$ cat src/rtl/adder_checker_64.sv
// Stimulus driver and result checker for the 64-bit adder labs: drives A/B/C_in
// to both adders, holds them for a settle window, then compares and tallies errors.
module adder_checker_64 #(
  parameter int          WIDTH         = 64,
  parameter int          SETTLE_CYCLES = 4,
  parameter int          NUM_VECTORS   = 256,
  parameter logic [63:0] SEED          = 64'hACE1_0000_0000_0001
) (
  input  logic             clk,
  input  logic             rst,
  input  logic             start,
  output logic [WIDTH-1:0] A,
  output logic [WIDTH-1:0] B,
  output logic             C_in,
  input  logic [WIDTH-1:0] Sum_dut,
  input  logic             C_out_dut,
  input  logic [WIDTH-1:0] Sum_verify,
  input  logic             C_out_verify,
  output logic             busy,
  output logic             done,
  output logic             pass,
  output logic [15:0]      err_count,
  output logic [15:0]      vec_count,
  output logic [15:0]      first_fail_idx
);

  localparam logic [63:0] LFSR_MASK = 64'hD800_0000_0000_0000;
  localparam int          SCW       = $clog2(SETTLE_CYCLES + 1);

  typedef enum logic [2:0] {
    S_IDLE, S_DRIVE, S_SETTLE, S_COMPARE, S_DONE
  } state_t;

  state_t           state, state_nxt;
  logic [SCW-1:0]   settle_cnt;
  logic [63:0]      lfsr, lfsr_nxt, lfsr_rot;
  logic             mismatch, last_vec, settle_end;
  logic [15:0]      err_nxt;

  // Galois right-shift, taps 64,63,61,60
  assign lfsr_nxt   = lfsr[0] ? ({1'b0, lfsr[63:1]} ^ LFSR_MASK) : {1'b0, lfsr[63:1]};
  assign lfsr_rot   = {lfsr[31:0], lfsr[63:32]};
  assign mismatch   = (Sum_dut != Sum_verify) || (C_out_dut != C_out_verify);
  assign last_vec   = (32'(vec_count) + 32'd1) >= 32'(NUM_VECTORS);
  assign settle_end = (settle_cnt == SCW'(SETTLE_CYCLES - 1));
  assign err_nxt    = (mismatch && err_count != 16'hFFFF) ? err_count + 16'd1 : err_count;

  always_ff @(posedge clk) begin
    if (rst) state <= S_IDLE;
    else     state <= state_nxt;
  end

  always_comb begin
    state_nxt = state;
    unique case (state)
      S_IDLE, S_DONE: if (start) state_nxt = S_DRIVE;
      S_DRIVE:        state_nxt = S_SETTLE;
      S_SETTLE:       if (settle_end) state_nxt = S_COMPARE;
      S_COMPARE:      state_nxt = last_vec ? S_DONE : S_DRIVE;
      default:        state_nxt = S_IDLE;
    endcase
  end

  always_ff @(posedge clk) begin
    if (rst) begin
      A              <= '0;
      B              <= '0;
      C_in           <= 1'b0;
      busy           <= 1'b0;
      done           <= 1'b0;
      pass           <= 1'b0;
      err_count      <= '0;
      vec_count      <= '0;
      first_fail_idx <= 16'hFFFF;
      lfsr           <= SEED;
      settle_cnt     <= '0;
    end else begin
      unique case (state)
        S_IDLE, S_DONE: begin
          if (start) begin
            err_count      <= '0;
            vec_count      <= '0;
            first_fail_idx <= 16'hFFFF;
            lfsr           <= SEED;
            done           <= 1'b0;
            pass           <= 1'b0;
            busy           <= 1'b1;
          end
        end
        S_DRIVE: begin
          settle_cnt <= '0;
          if (vec_count == 16'd0) begin
            A    <= '0;
            B    <= '0;
            C_in <= 1'b0;
          end else if (vec_count == 16'd1) begin
            A    <= '1;
            B    <= '0;
            C_in <= 1'b1;
          end else begin
            A    <= lfsr[WIDTH-1:0];
            B    <= lfsr_rot[WIDTH-1:0];
            C_in <= lfsr[0];
            lfsr <= lfsr_nxt;
          end
        end
        S_SETTLE: settle_cnt <= settle_cnt + SCW'(1);
        S_COMPARE: begin
          vec_count <= vec_count + 16'd1;
          err_count <= err_nxt;
          if (mismatch && first_fail_idx == 16'hFFFF) first_fail_idx <= vec_count;
          if (last_vec) begin
            busy <= 1'b0;
            done <= 1'b1;
            pass <= (err_nxt == 16'd0);
          end
        end
        default: ;
      endcase
    end
  end

endmodule

$ cat config.mk
export PLATFORM = sky130hd
export DESIGN_NAME = adder_checker_64
export DESIGN_NICKNAME = d
export VERILOG_FILES = /design/src/rtl/adder_checker_64.sv
export SDC_FILE = /design/constraint.sdc
export NUM_CORES = 1
export LEC_CHECK = 0
export ABC_AREA = 1
export ABC_CLOCK_PERIOD_IN_PS = 2600
export BUFFER_PORTS_ARGS = -buffer_cell sky130_fd_sc_hd__buf_4
export CAP_MARGIN = 20
export CORE_UTILIZATION = 52
export CTS_CLUSTER_DIAMETER = 150
export CTS_CLUSTER_SIZE = 25
export DETAILED_ROUTE_END_ITERATION = 8
export PLACE_DENSITY = 0.79
export RECOVER_POWER = 100
export SETUP_SLACK_MARGIN = 0.15
export SYNTH_ARGS = -nofsm -noshare
export SYNTH_HDL_FRONTEND = slang
export SYNTH_SLANG_ARGS = --single-unit
$ cat constraint.sdc
create_clock -name clk -period 2.6 [get_ports clk]
set_clock_uncertainty 0.2 [all_clocks]
set_input_delay 0.52 -clock clk [delete_from_list [all_inputs] [get_ports clk]]
set_output_delay 0.52 -clock clk [all_outputs]
set_load 0.01 [all_outputs]
==> impl_metrics.tcl <==
set metrics [dict create \
    status "finished, final reports clean" \
    cts.sinks 249 \
    ys.flop_type "dfxtp_1" \
    max_slew_margin 0.333 \
    crit_required_ns 2.81 \
    setup_viol 0 \
    core_um2 20400 \
    critPathMaxFanout 9 \
    antenna_found_initial 0 \
    synth_cell_types 41 \
    n_fill_cell 1919 \
    grt_pass1_wl_mm 48.5 \
    switchingPower_mw 2.49 \
    drc 0 \
    rr_endpoint "pass$_SDFFE_PP0P_" \
    p_leak_nw 5.36 \
    final_layout_size_suffix_gt1_frac 0.153 \
    ant_nets 0 \
    finalCritPeriodShare 0.951 \
    place_area_um2 13600 \
    internal-power_mw 5.49 \
    layout_common_cells "nand2_1, dfxtp_1, a21oi_1" \
    clock_power_share 0.261 \
    synth-edff-count 0 \
    yosysSeqAreaShare 0.459 \
    die_x_um 146 \
    syn_nets 1638 \
    cp-start-kind "flop" \
    grt_pass1_vias 9872 \
    vias 11056 \
    avgViaCountPerCell 5.33 \
    reg2reg_depth 13 \
    dp_cells 2038 \
    hp-class "in2reg" \
    rows 52 \
    cts_tree "yes" \
    rsz0062_at_grt "yes" \
    cts_max_path_buffers 3 \
    worst_setup_path_end_kind "flop" \
    drv_cap 0 \
    antenna_cells 0 \
    hold_ws_ns 0.161 \
    clk_latency_ns 0.48 \
    syn_to_final_growth_pct 25.6 \
    dieArea_um2 21500 \
    synth.top_cells.by_area "dfxtp_1, nand2_1, a21oi_1" \
    die_h_um 146 \
    initial_core_util 0.533 \
    hold_viol 0 \
    total_power_mw 7.98 \
    grt_use_total 0.271 \
    postSynthCellCount 1499 \
    gp_congestion 0.931 \
    cts_made_buffers 13 \
    hold_buffers 0 \
    cpMaxStageDelayCell "dfxtp_1" \
    netlist_area_um2 10900 \
    io_buffers 312 \
    yosys.area.top_type "dfxtp_1" \
    cp_data_arrival_time_ns 2.69 \
    ir_drop_uv 727 \
    path_common_cell "nand2_1" \
    ioPinCount 313 \
    cp-startpoint "err_count[0]$_SDFFE_PP0P_" \
    slew_violations 0 \
    htreeDepth 1 \
    stdcell_area_um2 13600 \
    avgSynthCellArea_um2 7.24 \
    nets 1946 \
    yosys_warnings 0 \
    cpPeakStageDelay_ns 0.39 \
    synth_top_area_frac 0.459 \
    dp_hpwl_mm 20.7 \
    switching_share 0.312 \
    worst_slew_pin_slew_ns 1.00 \
    r2r-start "err_count[0]$_SDFFE_PP0P_" \
    path_class "reg2reg" \
    endpoint "pass$_SDFFE_PP0P_" \
    yosys_register_bits 249 \
    firstDrtPassIters 7 \
    finalNonFillerCells 2076 \
    min_period_ns 2.47 \
    wl_per_cell_um 15.4 \
    clk_pin_slew_worst_paths_ns 0.10 \
    async_flop_share 0 \
    drtIter0Drc 894 \
    p_comb_frac 0.230 \
    post-route-util 0.669 \
    gr-total-overflow 0 \
    max_freq_mhz 404 \
    pwr-share-seq 0.509 \
    grt_max_degree 223 \
    postRouteWirelength_mm 32.0 \
    crit_chain "ha_4 > nand2_2 > nor4_4 > nand4_1 > buf_4 > buf_6 > nand3b_1 > nand2_1 > nor2_2 > nand2_1 > nor2_1 > nand3_1 > a21oi_2" \
    final_common_cell "nand2_1" \
    cts_root_buf "clkbuf_16" \
    r2r_slack_ns 0.13 \
    power-per-cell-area_nw_per_um2 585 \
]
## registers in the layout (all words and copies together), names as in the netlist
register,cells
settle_cnt,3
err_count,16
lfsr,64
vec_count,16
pass,1
A,64
first_fail_idx,16
state,3
done,1
B,64
busy,1
## through the flow
| stage | setup slack [ns] | setup TNS [ns] |
|---|---|---|
| final | 0.127 | 0 |
| after detailed placement | -0.224 | -1.69 |
| after floorplan | 0.325 | 0 |
| after global placement | -0.206 | -1.74 |
| after global routing | -0.00285 | -0.00285 |
| after CTS | 0.145 | 0 |
## cell usage after synthesis, types with 8 or more instances
library cell	number
nand2_1	429
nand4_1	10
a21oi_1	216
dfxtp_1	249
xnor2_1	36
xor2_1	18
buf_2	9
clkbuf_1	67
nor2_1	88
inv_1	92
nand3_1	101
buf_4	8
o21ai_0	100
## how the worst min path moves through the flow
| stage | from | end | slack [ns] | cells past startpoint |
|---|---|---|---|---|
| finish | start | busy$_SDFFE_PP0P_ | 0.16 | 3 |
| global route | start | busy$_SDFFE_PP0P_ | 0.15 | 3 |
| CTS | start | busy$_SDFFE_PP0P_ | 0.15 | 3 |
| detailed placement | B[27]$_SDFFE_PP0N_ | B[27]$_SDFFE_PP0N_ | 0.26 | 2 |
| global placement | settle_cnt[2]$_SDFFE_PP0N_ | settle_cnt[2]$_SDFFE_PP0N_ | 0.25 | 2 |
| floorplan | settle_cnt[0]$_SDFFE_PP0N_ | settle_cnt[0]$_SDFFE_PP0N_ | 0.23 | 1 |
## per-layer routing
metal | up-vias | track usage | wire, µm
li1 | 5484 | - | -
met1 | 5137 | 0.375 | 14000
met2 | 403 | 0.441 | 15100
met3 | 32 | 0.0438 | 2440
met4 | 0 | 0.0682 | 507
met5 | - | 0 | 0
## area by class of cell
class,count,area (µm²),share of cell area
Sequential cell,249,4990,0.366
Timing Repair Buffer,383,2390,0.176
Tap cell,270,338,0.0248
Inverter,96,367,0.0269
Clock buffer,14,329,0.0241
Multi-Input combinational cell,1064,5210,0.382
## power groups by stage
stage,sequential (mW),combinational [mW],clock [mW]
floorplan,4.16,1.03,0
global placement,4.15,1.69,0
detailed placement,4.14,1.72,0
CTS,4.06,1.73,2.11
global route,4.08,1.99,2.25
finish,4.06,1.83,2.08
## cell families after synthesis
| family | synth area share |
|---|---|
| buf+inv | 0.0686 |
| compound gates | 0.159 |
| flops | 0.459 |
| fa+ha+maj | 0.00692 |
| simple gates | 0.262 |
| xor+xnor | 0.0436 |
## repair_timing
item	4_1_cts	5_1_grt
endpoints found under the setup margin	26	131
buffers inserted	1	16
gates cloned	0	7
resized for setup	3	29
pin swaps	1	15
## worst max-delay path: cells and delay by family (launching register included)
| family | cells | cell delay, ns |
|---|---|---|
| AO/OA/AOI/OAI | 1 | 0.12 |
| adder cells (fa/ha/maj) | 1 | 0.18 |
| AND/OR/NAND/NOR | 9 | 1.18 |
| flip-flops | 1 | 0.39 |
| buffers and inverters | 2 | 0.33 |
No activity file was read; power rests on OpenSTA's default activity.
